## src/rtl/if_prefetch_queue_if.sv

```systemverilog
// Instruction-memory port of the fetch front end: in-order request channel plus response channel.
interface if_prefetch_queue_if;
  logic        imem_req_valid;
  logic        imem_req_ready;
  logic [63:0] imem_req_addr;
  logic        imem_resp_valid;
  logic [31:0] imem_resp_data;

  modport master (
    output imem_req_valid,
    output imem_req_addr,
    input  imem_req_ready,
    input  imem_resp_valid,
    input  imem_resp_data
  );

  modport slave (
    input  imem_req_valid,
    input  imem_req_addr,
    output imem_req_ready,
    output imem_resp_valid,
    output imem_resp_data
  );
endinterface

```

## src/rtl/if_prefetch_queue.sv

```systemverilog
// Fetch front end: owns the fetch PC, issues in-order imem requests under a queue credit,
// buffers returned instructions with their PCs and flushes on redirect, dropping stale responses.
module if_prefetch_queue #(
  parameter int unsigned DEPTH     = 4,
  parameter int unsigned MAX_OUTST = 2,
  parameter logic [63:0] RESET_PC  = 64'h0
) (
  input  logic                     clk,
  input  logic                     reset,
  if_prefetch_queue_if.master      imem,
  input  logic                     redirect,
  input  logic [63:0]              redirect_pc,
  input  logic                     stall,
  output logic                     if_valid,
  output logic [63:0]              if_pc,
  output logic [31:0]              if_instr,
  output logic [$clog2(DEPTH):0]   queue_count
);

  localparam int unsigned AW = $clog2(DEPTH);
  localparam int unsigned CW = AW + 1;
  localparam int unsigned SW = CW + 1;
  localparam int unsigned OW = $clog2(MAX_OUTST + 1);
  localparam int unsigned PW = (MAX_OUTST > 1) ? $clog2(MAX_OUTST) : 1;
  localparam logic [SW-1:0] DEPTH_W = SW'(DEPTH);
  localparam logic [CW-1:0] FULL_W  = CW'(DEPTH);
  localparam logic [OW-1:0] MAX_W   = OW'(MAX_OUTST);
  localparam logic [PW-1:0] PF_LAST = PW'(MAX_OUTST - 1);

  function automatic logic [PW-1:0] pf_next(input logic [PW-1:0] ptr);
    logic [PW-1:0] nxt;
    if (ptr == PF_LAST) begin
      nxt = '0;
    end else begin
      nxt = ptr + 1'b1;
    end
    return nxt;
  endfunction

  logic [63:0]   fetch_pc_r;
  logic [OW-1:0] out_cnt_r;
  logic [OW-1:0] drop_cnt_r;
  logic [OW-1:0] out_next_s;
  logic [CW-1:0] count_r;
  logic [AW-1:0] wr_ptr_r;
  logic [AW-1:0] rd_ptr_r;
  logic [63:0]   pc_q_r    [DEPTH];
  logic [31:0]   instr_q_r [DEPTH];
  logic [63:0]   pf_pc_r   [MAX_OUTST];
  logic [PW-1:0] pf_wr_r;
  logic [PW-1:0] pf_rd_r;
  logic [SW-1:0] credit_sum_s;
  logic          req_valid_s;
  logic          req_fire_s;
  logic          resp_s;
  logic          push_s;
  logic          pop_s;
  logic          full_s;

  // Issue credit and push/pop decisions; credit uses registered occupancy only.
  always_comb begin
    credit_sum_s = SW'(count_r) + SW'(out_cnt_r);
    req_valid_s  = reset && !redirect && (credit_sum_s < DEPTH_W) && (out_cnt_r < MAX_W);
    req_fire_s   = req_valid_s && imem.imem_req_ready;
    resp_s       = imem.imem_resp_valid;
    push_s       = resp_s && (drop_cnt_r == '0) && !redirect;
    pop_s        = (count_r != '0) && !stall && !redirect;
    full_s       = (count_r == FULL_W);
    out_next_s   = out_cnt_r + OW'(req_fire_s) - OW'(resp_s);
  end

  assign imem.imem_req_valid = req_valid_s;
  assign imem.imem_req_addr  = fetch_pc_r;

  // Fetch PC, in-flight count and stale-response drop count.
  always_ff @(posedge clk or negedge reset) begin
    if (!reset) begin
      fetch_pc_r <= RESET_PC;
      out_cnt_r  <= '0;
      drop_cnt_r <= '0;
    end else begin
      out_cnt_r <= out_next_s;
      if (redirect) begin
        // Every request still in flight after this cycle belongs to the flushed path.
        fetch_pc_r <= redirect_pc & ~64'h3;
        drop_cnt_r <= out_next_s;
      end else begin
        if (req_fire_s) begin
          fetch_pc_r <= fetch_pc_r + 64'd4;
        end
        if (resp_s && (drop_cnt_r != '0)) begin
          drop_cnt_r <= drop_cnt_r - 1'b1;
        end
      end
    end
  end

  // PCs of accepted requests, consumed in order as responses return (dropped or not).
  always_ff @(posedge clk or negedge reset) begin
    if (!reset) begin
      pf_wr_r <= '0;
      pf_rd_r <= '0;
      for (int i = 0; i < int'(MAX_OUTST); i++) begin
        pf_pc_r[i] <= 64'h0;
      end
    end else begin
      if (req_fire_s) begin
        pf_pc_r[pf_wr_r] <= fetch_pc_r;
        pf_wr_r          <= pf_next(pf_wr_r);
      end
      if (resp_s) begin
        pf_rd_r <= pf_next(pf_rd_r);
      end
    end
  end

  // Instruction queue; redirect empties it and overrides both push and pop.
  always_ff @(posedge clk or negedge reset) begin
    if (!reset) begin
      count_r  <= '0;
      wr_ptr_r <= '0;
      rd_ptr_r <= '0;
      for (int i = 0; i < int'(DEPTH); i++) begin
        pc_q_r[i]    <= 64'h0;
        instr_q_r[i] <= 32'h0;
      end
    end else if (redirect) begin
      count_r  <= '0;
      wr_ptr_r <= '0;
      rd_ptr_r <= '0;
    end else begin
      if (push_s) begin
        pc_q_r[wr_ptr_r]    <= pf_pc_r[pf_rd_r];
        instr_q_r[wr_ptr_r] <= imem.imem_resp_data;
        wr_ptr_r            <= wr_ptr_r + 1'b1;
      end
      if (pop_s) begin
        rd_ptr_r <= rd_ptr_r + 1'b1;
      end
      count_r <= count_r + CW'(push_s) - CW'(pop_s);
    end
  end

  // Head of queue straight from registered storage; zeros when empty.
  always_comb begin
    if (count_r != '0) begin
      if_valid = 1'b1;
      if_pc    = pc_q_r[rd_ptr_r];
      if_instr = instr_q_r[rd_ptr_r];
    end else begin
      if_valid = 1'b0;
      if_pc    = 64'h0;
      if_instr = 32'h0;
    end
  end

  assign queue_count = count_r;

  if_prefetch_queue_chk #(
    .MAX_OUTST (MAX_OUTST),
    .OW        (OW)
  ) u_chk (
    .clk     (clk),
    .reset   (reset),
    .push    (push_s),
    .full    (full_s),
    .resp    (resp_s),
    .out_cnt (out_cnt_r)
  );

endmodule

// Protocol checks on the prefetch queue internals.
module if_prefetch_queue_chk #(
  parameter int unsigned MAX_OUTST = 2,
  parameter int unsigned OW        = 2
) (
  input logic          clk,
  input logic          reset,
  input logic          push,
  input logic          full,
  input logic          resp,
  input logic [OW-1:0] out_cnt
);

  a_no_push_full: assert property (@(posedge clk) disable iff (!reset) !(push && full));
  a_outst_max:    assert property (@(posedge clk) disable iff (!reset) out_cnt <= OW'(MAX_OUTST));
  a_resp_owed:    assert property (@(posedge clk) disable iff (!reset) resp |-> (out_cnt != '0));

endmodule

```

## src/flat_wrapper.sv

```systemverilog
// flat-port wrapper written by rule: the top's interface ports become plain ports
module if_prefetch_queue_flat 
#(
  parameter int unsigned DEPTH     = 4,
  parameter int unsigned MAX_OUTST = 2,
  parameter logic [63:0] RESET_PC  = 64'h0
)
  (clk, reset, redirect, redirect_pc, stall, if_valid, if_pc, if_instr, queue_count, imem_imem_req_valid, imem_imem_req_addr, imem_imem_req_ready, imem_imem_resp_valid, imem_imem_resp_data);
  if_prefetch_queue_if imem_i ();
  input  logic clk;
  input  logic reset;
  input  logic redirect;
  input  logic [63:0] redirect_pc;
  input  logic stall;
  output logic if_valid;
  output logic [63:0] if_pc;
  output logic [31:0] if_instr;
  output logic [$clog2(DEPTH):0] queue_count;
  output wire logic [$bits(imem_i.imem_req_valid)-1:0] imem_imem_req_valid;
  output wire logic [$bits(imem_i.imem_req_addr)-1:0] imem_imem_req_addr;
  input wire logic [$bits(imem_i.imem_req_ready)-1:0] imem_imem_req_ready;
  input wire logic [$bits(imem_i.imem_resp_valid)-1:0] imem_imem_resp_valid;
  input wire logic [$bits(imem_i.imem_resp_data)-1:0] imem_imem_resp_data;
  assign imem_imem_req_valid = imem_i.imem_req_valid;
  assign imem_imem_req_addr = imem_i.imem_req_addr;
  assign imem_i.imem_req_ready = imem_imem_req_ready;
  assign imem_i.imem_resp_valid = imem_imem_resp_valid;
  assign imem_i.imem_resp_data = imem_imem_resp_data;
  if_prefetch_queue #(.DEPTH(DEPTH), .MAX_OUTST(MAX_OUTST), .RESET_PC(RESET_PC)) u_core (.clk(clk), .reset(reset), .imem(imem_i), .redirect(redirect), .redirect_pc(redirect_pc), .stall(stall), .if_valid(if_valid), .if_pc(if_pc), .if_instr(if_instr), .queue_count(queue_count));
endmodule
```

## config.mk

```make
export PLATFORM = sky130hd
export DESIGN_NAME = if_prefetch_queue_flat
export DESIGN_NICKNAME = d
export VERILOG_FILES = /design/src/rtl/if_prefetch_queue_if.sv /design/src/rtl/if_prefetch_queue.sv /design/src/flat_wrapper.sv
export SDC_FILE = /design/constraint.sdc
export NUM_CORES = 1
export LEC_CHECK = 0
export ABC_AREA = 1
export BUFFER_PORTS_ARGS = -buffer_cell sky130_fd_sc_hd__buf_2
export CORE_ASPECT_RATIO = 1.25
export CORE_MARGIN = 5
export CORE_UTILIZATION = 25
export DETAILED_ROUTE_END_ITERATION = 10
export PLACE_DENSITY = 0.42
export RECOVER_POWER = 25
export SYNTH_ARGS = -nofsm -noshare
export SYNTH_HDL_FRONTEND = slang
export SYNTH_SLANG_ARGS = --single-unit
```

## constraint.sdc

```tcl
create_clock -name clk -period 3.3 [get_ports clk]
set_clock_uncertainty 0.05 [all_clocks]
set_input_delay 0.165 -clock clk [delete_from_list [all_inputs] [get_ports clk]]
set_output_delay 0.165 -clock clk [all_outputs]
set_load 0.02 [all_outputs]
```

==> run_summary.xml, run 1 <==
<?xml version="1.0" encoding="UTF-8"?>
<metrics>
  <group name="outcome">
    <metric name="outcome" unit="">finished clean</metric>
  </group>
  <group name="route">
    <metric name="antenna_viol_nets_final" unit="">0</metric>
    <metric name="route.detailed.vias_per_inst" unit="">4.51</metric>
    <metric name="routed_wirelength" unit="mm">96.8</metric>
    <metric name="avgRoutedWirePerCell" unit="µm">18.2</metric>
    <metric name="drc" unit="">0</metric>
    <metric name="drt_pre_antenna_iters" unit="">5</metric>
    <metric name="total_number_of_vias" unit="">23900</metric>
    <metric name="detailedRoute.firstIterationViolations" unit="">1970</metric>
  </group>
  <group name="worst_hold_path">
    <metric name="tightest_hold_check_type" unit="">input pin to flop</metric>
    <metric name="min-delay-start" unit="">imem_imem_req_ready</metric>
    <metric name="holdPathStages" unit="">5</metric>
    <metric name="worstHoldEndpoint" unit="">u_core.imem.imem_req_addr[38]$_DFFE_PN0P_</metric>
  </group>
  <group name="die">
    <metric name="die_width" unit="µm">307</metric>
    <metric name="die_h" unit="µm">382</metric>
    <metric name="starting_density" unit="">0.251</metric>
    <metric name="io_pins" unit="">267</metric>
    <metric name="core_area" unit="mm²">0.110</metric>
    <metric name="design.die.area" unit="mm²">0.117</metric>
    <metric name="row_count" unit="">136</metric>
  </group>
  <group name="grt">
    <metric name="initial_antenna_violation_count" unit="">0</metric>
    <metric name="grt_pass1_vias" unit="">23900</metric>
    <metric name="groute.usage.overall" unit="">0.163</metric>
    <metric name="grt_start_max_net_pins" unit="">151</metric>
    <metric name="grt_pass1_wl" unit="mm">149</metric>
    <metric name="globalRoute.totalOverflow" unit="">0</metric>
  </group>
  <group name="sta">
    <metric name="final-hold-violation-count" unit="">0</metric>
    <metric name="final-setup-viol-count" unit="">0</metric>
    <metric name="timing_worst_slew_pin_value" unit="ns">1.08</metric>
    <metric name="finalCriticalPeriod" unit="ns">2.89</metric>
    <metric name="tns" unit="ns">0</metric>
    <metric name="period_utilization_post_route" unit="">0.876</metric>
    <metric name="timing.slew.headroom" unit="">0.282</metric>
    <metric name="grt_setup_unrepaired" unit="">false</metric>
    <metric name="maxSlewViolCount" unit="">0</metric>
    <metric name="fmaxAchievable" unit="MHz">346</metric>
  </group>
  <group name="power_and_ir_drop">
    <metric name="power.share.sequential" unit="">0.371</metric>
    <metric name="cellInternalPower" unit="µW">16900</metric>
    <metric name="power.switching_fraction" unit="">0.391</metric>
    <metric name="power_per_cell_area" unit="mW/mm²">822</metric>
    <metric name="power.share.clock" unit="">0.284</metric>
    <metric name="power.combinational.fraction" unit="">0.345</metric>
    <metric name="net-switching-power" unit="µW">10800</metric>
    <metric name="worst_ir_drop_vdd" unit="mV">0.648</metric>
    <metric name="total_leakage_power" unit="µW">0.0164</metric>
  </group>
  <group name="synth">
    <metric name="mappedNetlistArea" unit="mm²">0.0276</metric>
    <metric name="postSynthRegisterBits" unit="">575</metric>
    <metric name="ys_seq_area_frac" unit="">0.521</metric>
    <metric name="top_cells_by_instance_count_after_synthesis" unit="">nand2_1 (1117), dfrtp_1 (575), o21ai_0 (539), inv_1 (301), nor2_1 (253)</metric>
    <metric name="synth-simple-area-share" unit="">0.213</metric>
    <metric name="yosysTopAreaCellShare" unit="">0.521</metric>
    <metric name="postSynthAreaPerCell" unit="µm²">7.81</metric>
    <metric name="yosys.cell_count.top_type" unit="">nand2_1</metric>
    <metric name="synth-xor-area-share" unit="">0.00508</metric>
    <metric name="main_combinational_cell_family_by_area_after_synthesis" unit="">simple AND/OR/NAND/NOR gates</metric>
    <metric name="synth.top_cells.by_area" unit="">dfrtp_1 (52%), nand2_1 (15%), o21ai_0 (9.8%)</metric>
    <metric name="ys_async_sr_fraction" unit="">1.00</metric>
    <metric name="synth.area.mux_share" unit="">0.0253</metric>
    <metric name="synth_adder_area_share" unit="">0.00571</metric>
    <metric name="syn_inst" unit="">3535</metric>
    <metric name="edff_count_synth" unit="">0</metric>
    <metric name="count_of_unique_library_cells_instantiated_by_yosys" unit="">36</metric>
    <metric name="synth-compound-area-share" unit="">0.154</metric>
    <metric name="synth-main-ff-cell" unit="">dfrtp_1</metric>
    <metric name="yosysWarningCount" unit="">0</metric>
    <metric name="synthDominantAreaCellType" unit="">dfrtp_1</metric>
  </group>
  <group name="placed_design">
    <metric name="routabilityCongestion" unit="">0.878</metric>
    <metric name="placedCellCount" unit="">5077</metric>
    <metric name="port_buffers" unit="">260</metric>
    <metric name="total_half_perimeter_wirelength_after_legalization_and_detailed_placement" unit="mm">62.4</metric>
  </group>
  <group name="clock_tree">
    <metric name="cts_tree" unit="">done</metric>
    <metric name="clkTransAtPathRegs" unit="ns">0.06</metric>
    <metric name="cts_max_level" unit="">3</metric>
    <metric name="clkLatencyLatePin" unit="ns">0.63</metric>
    <metric name="num_cts_buffers" unit="">70</metric>
    <metric name="post_cts.repair.setup_buffers" unit="">0</metric>
    <metric name="cts_max_path_buffers" unit="">3</metric>
    <metric name="clock_tree.root_cell" unit="">clkbuf_16</metric>
    <metric name="clock_sinks" unit="">575</metric>
  </group>
  <group name="worst_setup_path">
    <metric name="critical_path.max_fanout" unit="">95</metric>
    <metric name="required" unit="ns">3.08</metric>
    <metric name="rr_worst_depth" unit="">8</metric>
    <metric name="arrival" unit="ns">2.68</metric>
    <metric name="cp-end-kind" unit="">output port</metric>
    <metric name="rr_startpoint" unit="">u_core.drop_cnt_r[0]$_DFFE_PN0P_</metric>
    <metric name="r2r_end" unit="">u_core.instr_q_r[4]$_DFFE_PN0P_</metric>
    <metric name="timing.setup.critical_path_class" unit="">flop to output port</metric>
    <metric name="crit_path_start_kind" unit="">flop</metric>
    <metric name="worst-r2r-setup-slack" unit="ns">0.50</metric>
  </group>
  <group name="layout">
    <metric name="instances_no_fill" unit="">5311</metric>
    <metric name="area_growth" unit="%">22.3</metric>
    <metric name="final_layout_size_suffix_gt1_frac" unit="">0.119</metric>
    <metric name="antenna_cells" unit="">0</metric>
    <metric name="postLayoutCoreUtil" unit="">0.307</metric>
    <metric name="nets" unit="">3921</metric>
  </group>
  <group name="flow_run">
    <metric name="maxCapViolCount" unit="">0</metric>
  </group>
</metrics>
[layer usage]
layer,vias up,track usage,share of wire
li1,11800,-,-
met2,483,0.268,0.47
met3,118,0.0226,0.038
met1,11500,0.223,0.47
met4,0,0.0497,0.027
met5,-,0,0
[through the flow]
stage          setup WS, ns  instance area (µm²)  power, µW  hold slack, ns
2_1_floorplan         0.849                27600      16200          -0.181
3_3_place_gp          0.538                30400      20000           0.217
3_5_place_dp          0.508                30400      20100           0.216
4_1_cts               0.301                33800      28400          0.0914
5_1_grt               0.242                33800      29800           0.195
6_report              0.410                33800      27800           0.184
[cells by family (layout without fill, tap and decap cells)]
family / after synthesis / count (layout)
AND/OR/NAND/NOR: 1507 / 1507
AO/OA/AOI/OAI: 840 / 840
flip-flops: 575 / 575
buffers and inverters: 522 / 846
multiplexers: 62 / 62
XOR/XNOR: 16 / 16
adder cells (fa/ha/maj): 12 / 12
other: 1 / 4
[state kept, by name, indices dropped and copies added (netlist names)]
name and count:
u_core.pf_rd_r 1, u_core.instr_q_r 128, u_core.pf_wr_r 1, u_core.imem.imem_req_addr 62, u_core.pf_pc_r 124, u_core.drop_cnt_r 2
u_core.rd_ptr_r 2, u_core.wr_ptr_r 2, u_core.queue_count 3, u_core.out_cnt_r 2, u_core.pc_q_r 248
[layout make-up]
cell class              instances  area (µm²)
clock buffers                 107        2120
clock inverters                20         228
fillers                     12000       76200
inverters                     309        1170
multi-input cells            2441       11200
flip-flops and latches        575       14400
well taps                    1449        1810
repair buffers                410        2880
[how the worst max path moves through the flow]
stage                                                start                          endpoint  slack, ns  cells past startpoint
after floorplan            u_core.queue_count[1]$_DFF_PN0_   u_core.queue_count[2]$_DFF_PN0_       0.85                     12
after global placement    u_core.drop_cnt_r[0]$_DFFE_PN0P_   u_core.instr_q_r[3]$_DFFE_PN0P_       0.54                      8
after detailed placement  u_core.drop_cnt_r[0]$_DFFE_PN0P_  u_core.instr_q_r[14]$_DFFE_PN0P_       0.51                      8
after CTS                   u_core.rd_ptr_r[0]$_DFFE_PN0P_                      if_instr[31]       0.30                      7
after global routing        u_core.rd_ptr_r[0]$_DFFE_PN0P_                       if_instr[1]       0.24                      7
final                      u_core.queue_count[1]$_DFF_PN0_                         if_pc[38]       0.41                      5
[timing repair]
item,in CTS,in global routing
gates resized for setup,0,0
hold buffers,107,0
endpoints found under the hold margin,486,0
[layout by cell type (no fill, tap or decap), types with 62 or more instances in the layout]
master | synthesis | final
nand3_1 | 116 | 116
nand2_1 | 1117 | 1112
mux2_2 | 62 | 62
buf_2 | 59 | 224
nor2_1 | 253 | 253
dfrtp_1 | 575 | 573
a21oi_1 | 229 | 229
clkbuf_16 | 0 | 75
inv_1 | 301 | 301
dlygate4sd3_1 | 0 | 107
o21ai_0 | 539 | 539
[worst max-delay path, cell delays in order, from the launching register on]
cell,delay (ns)
dfrtp_1,0.43
or2_2,0.31
nor2_1,0.23
buf_12,0.50
a21oi_1,0.27
buf_2,0.24
[power groups by stage]
stage / Sequential, µW / Combinational (µW) / Clock (µW)
floorplan: 10200 / 6060 / 0
global placement: 10400 / 9660 / 0
detailed placement: 10400 / 9690 / 0
CTS: 10300 / 9850 / 8210
global route: 10600 / 10800 / 8460
finish: 10300 / 9580 / 7890
No activity file was read; power rests on OpenSTA's default activity.
==> run 2, diff against run 1 <==
Settings changed: CORE_UTILIZATION 25 to 45, PLACE_DENSITY 0.42 to 0.65.
==> run_summary.xml, run 2 (synthesized netlist as in run 1, its figures left out) <==
<?xml version="1.0" encoding="UTF-8"?>
<metrics>
  <group name="worst_setup_path">
    <metric name="required" unit="ns">3.08</metric>
    <metric name="cp-end-kind" unit="">output port</metric>
    <metric name="arrival" unit="ns">2.52</metric>
    <metric name="worst-r2r-setup-slack" unit="ns">0.76</metric>
    <metric name="rr_startpoint" unit="">u_core.pf_rd_r$_DFFE_PN0P_</metric>
    <metric name="crit_path_start_kind" unit="">flop</metric>
    <metric name="rr_worst_depth" unit="">4</metric>
    <metric name="r2r_end" unit="">u_core.pc_q_r[148]$_DFFE_PN0P_</metric>
    <metric name="critical_path.max_fanout" unit="">44</metric>
    <metric name="timing.setup.critical_path_class" unit="">flop to output port</metric>
  </group>
  <group name="layout">
    <metric name="multi_input_comb_area" unit="mm²">0.0112</metric>
    <metric name="layout_top_registers" unit="">u_core.pc_q_r: 248 flops, u_core.instr_q_r: 128 flops, u_core.pf_pc_r: 124 flops</metric>
    <metric name="nets" unit="">3900</metric>
    <metric name="postLayoutCellArea" unit="mm²">0.0325</metric>
    <metric name="registers.top_by_ff_count" unit="">u_core.pc_q_r</metric>
    <metric name="final_layout_size_suffix_gt1_frac" unit="">0.125</metric>
    <metric name="instances_no_fill" unit="">4660</metric>
    <metric name="most_frequent_cells_in_the_layout" unit="">nand2_1 (1112), dfrtp_1 (572), o21ai_0 (539)</metric>
    <metric name="most_common_library_cell_in_the_layout_ignoring_fill_and_taps" unit="">nand2_1</metric>
    <metric name="largest_register_ff_count" unit="">248</metric>
    <metric name="area_growth" unit="%">17.8</metric>
    <metric name="register_area" unit="mm²">0.0144</metric>
    <metric name="fillerInstances" unit="">5862</metric>
  </group>
  <group name="grt">
    <metric name="grtUsageMet2" unit="">0.401</metric>
    <metric name="grt_pass1_wl" unit="mm">133</metric>
    <metric name="grt_pass1_vias" unit="">23800</metric>
    <metric name="groute.usage.overall" unit="">0.249</metric>
    <metric name="gr-usage-met1" unit="">0.344</metric>
    <metric name="grt_start_max_net_pins" unit="">139</metric>
    <metric name="initial_antenna_violation_count" unit="">0</metric>
    <metric name="use_met3" unit="">0.0339</metric>
    <metric name="grt_busiest_layer" unit="">met2</metric>
    <metric name="globalRoute.totalOverflow" unit="">0</metric>
  </group>
  <group name="clock_tree">
    <metric name="clock_sinks" unit="">575</metric>
    <metric name="clkTransAtPathRegs" unit="ns">0.06</metric>
    <metric name="cts_tree" unit="">done</metric>
    <metric name="cts_max_path_buffers" unit="">3</metric>
    <metric name="post_cts.repair.setup_buffers" unit="">0</metric>
    <metric name="cts_max_level" unit="">2</metric>
    <metric name="clock_tree.root_cell" unit="">clkbuf_16</metric>
    <metric name="post_cts.resized_instances" unit="">0</metric>
    <metric name="num_cts_buffers" unit="">58</metric>
    <metric name="clkLatencyLatePin" unit="ns">0.62</metric>
  </group>
  <group name="sta">
    <metric name="finalWorstSetupSlack" unit="ns">0.569</metric>
    <metric name="finalCriticalPeriod" unit="ns">2.73</metric>
    <metric name="timing.slew.headroom" unit="">-0.320</metric>
    <metric name="maxSlewViolCount" unit="">503</metric>
    <metric name="final-hold-violation-count" unit="">0</metric>
    <metric name="timing.hold.ws" unit="ns">0.00379</metric>
    <metric name="period_utilization_post_route" unit="">0.828</metric>
    <metric name="final-setup-viol-count" unit="">0</metric>
    <metric name="timing_worst_slew_pin_value" unit="ns">1.98</metric>
    <metric name="grt_setup_unrepaired" unit="">false</metric>
    <metric name="tns" unit="ns">0</metric>
    <metric name="fmaxAchievable" unit="MHz">366</metric>
  </group>
  <group name="die">
    <metric name="starting_density" unit="">0.454</metric>
    <metric name="die_width" unit="µm">232</metric>
    <metric name="io_pins" unit="">267</metric>
    <metric name="core_area" unit="mm²">0.0608</metric>
    <metric name="die_h" unit="µm">287</metric>
    <metric name="row_count" unit="">101</metric>
    <metric name="design.die.area" unit="mm²">0.0664</metric>
  </group>
  <group name="outcome">
    <metric name="failed_checks" unit="">max-capacitance violations, max-slew violations</metric>
    <metric name="outcome" unit="">complete, but fails checks</metric>
  </group>
  <group name="flow_run">
    <metric name="maxCapViolCount" unit="">6</metric>
  </group>
  <group name="route">
    <metric name="antenna_viol_nets_final" unit="">0</metric>
    <metric name="total_number_of_vias" unit="">24400</metric>
    <metric name="detailedRoute.firstIterationViolations" unit="">2017</metric>
    <metric name="route.detailed.vias_per_inst" unit="">5.23</metric>
    <metric name="routed_wirelength" unit="mm">83.1</metric>
    <metric name="drc" unit="">0</metric>
    <metric name="avgRoutedWirePerCell" unit="µm">17.8</metric>
    <metric name="drt_pre_antenna_iters" unit="">6</metric>
  </group>
  <group name="worst_hold_path">
    <metric name="tightest_hold_check_type" unit="">input pin to asynchronous set/reset pin</metric>
  </group>
  <group name="power_and_ir_drop">
    <metric name="cellInternalPower" unit="µW">16200</metric>
    <metric name="total_leakage_power" unit="µW">0.0162</metric>
    <metric name="power.combinational.fraction" unit="">0.352</metric>
    <metric name="power.switching_fraction" unit="">0.387</metric>
    <metric name="net-switching-power" unit="µW">10300</metric>
    <metric name="power_per_cell_area" unit="mW/mm²">815</metric>
    <metric name="power.share.clock" unit="">0.261</metric>
    <metric name="power.share.sequential" unit="">0.387</metric>
    <metric name="worst_ir_drop_vdd" unit="mV">0.949</metric>
  </group>
  <group name="placed_design">
    <metric name="placedCellCount" unit="">4452</metric>
    <metric name="routabilityCongestion" unit="">0.993</metric>
    <metric name="dpl_cell_area" unit="mm²">0.0296</metric>
    <metric name="total_half_perimeter_wirelength_after_legalization_and_detailed_placement" unit="mm">52.9</metric>
    <metric name="pre_cts_slack" unit="ns">0.877</metric>
    <metric name="port_buffers" unit="">260</metric>
  </group>
</metrics>
## run 2: changes by cell type in the layout (fill, tap and decap cells not counted), moves of 2 or more
cell           previous run  this run
clkbuf_1                 57        19
buf_2                   224       259
clkbuf_16                75        59
dlygate4sd3_1           107        98
buf_12                   19        11
clkinv_2                 15        10
buf_4                    22        26
clkbuf_4                  0         3
bufinv_16                 4         6
clkbuf_8                 12        14
clkinv_8                  2         0
clkinvlp_4                2         4
## run 2: power groups by stage
| stage | clock network [µW] | registers (µW) | logic, µW |
|---|---|---|---|
| 2_1_floorplan | 0 | 10200 | 6060 |
| 3_3_place_gp | 0 | 10300 | 9140 |
| 3_5_place_dp | 0 | 10300 | 9260 |
| 4_1_cts | 7060 | 10200 | 9410 |
| 5_1_grt | 7360 | 10500 | 10400 |
| 6_report | 6920 | 10300 | 9330 |
## run 2: area by class of cell
type / count / share of cell area
sequential: 575 / 0.443
inverter: 309 / 0.0359
antenna: 1 / 0.0000769
clock inverter: 19 / 0.00854
clock buffer: 90 / 0.0533
tap: 824 / 0.0317
timing repair buffer: 401 / 0.0843
multi-input combinational: 2441 / 0.343
## run 2: metrics by stage
stage          utilization  power [µW]
2_1_floorplan            -       16200
3_3_place_gp         0.487       19400
3_5_place_dp         0.487       19600
4_1_cts              0.536       26700
5_1_grt              0.535       28300
6_report             0.535       26500
## run 2: worst max-delay path, stage by stage (launching register included)
cell,delay [ns]
dfrtp_4,0.56
inv_4,0.22
buf_4,0.44
o21ai_0,0.16
a21oi_1,0.26
buf_2,0.22
## run 2: worst max path at each step
stage	slack [ns]	startpoint	depth (start not counted)	to
CTS	0.51	u_core.rd_ptr_r[0]$_DFFE_PN0P_	5	if_instr[0]
global placement	0.93	u_core.queue_count[1]$_DFF_PN0_	12	u_core.queue_count[2]$_DFF_PN0_
detailed placement	0.88	u_core.queue_count[1]$_DFF_PN0_	12	u_core.queue_count[2]$_DFF_PN0_
global route	0.31	reset	4	u_core.rd_ptr_r[0]$_DFFE_PN0P_
floorplan	0.85	u_core.queue_count[1]$_DFF_PN0_	12	u_core.queue_count[2]$_DFF_PN0_
finish	0.57	u_core.rd_ptr_r[0]$_DFFE_PN0P_	5	if_instr[16]
## run 2: metal layers
metal / share of wire / wire [µm]
met1: 0.44 / 36400
met4: 0.043 / 3610
met2: 0.46 / 38400
met3: 0.056 / 4670
met5: 0 / 0
## run 2: timing repair
item	in CTS	in global routing
hold buffers	98	0
endpoints found under the hold margin	715	0
endpoints found under the setup margin	0	0
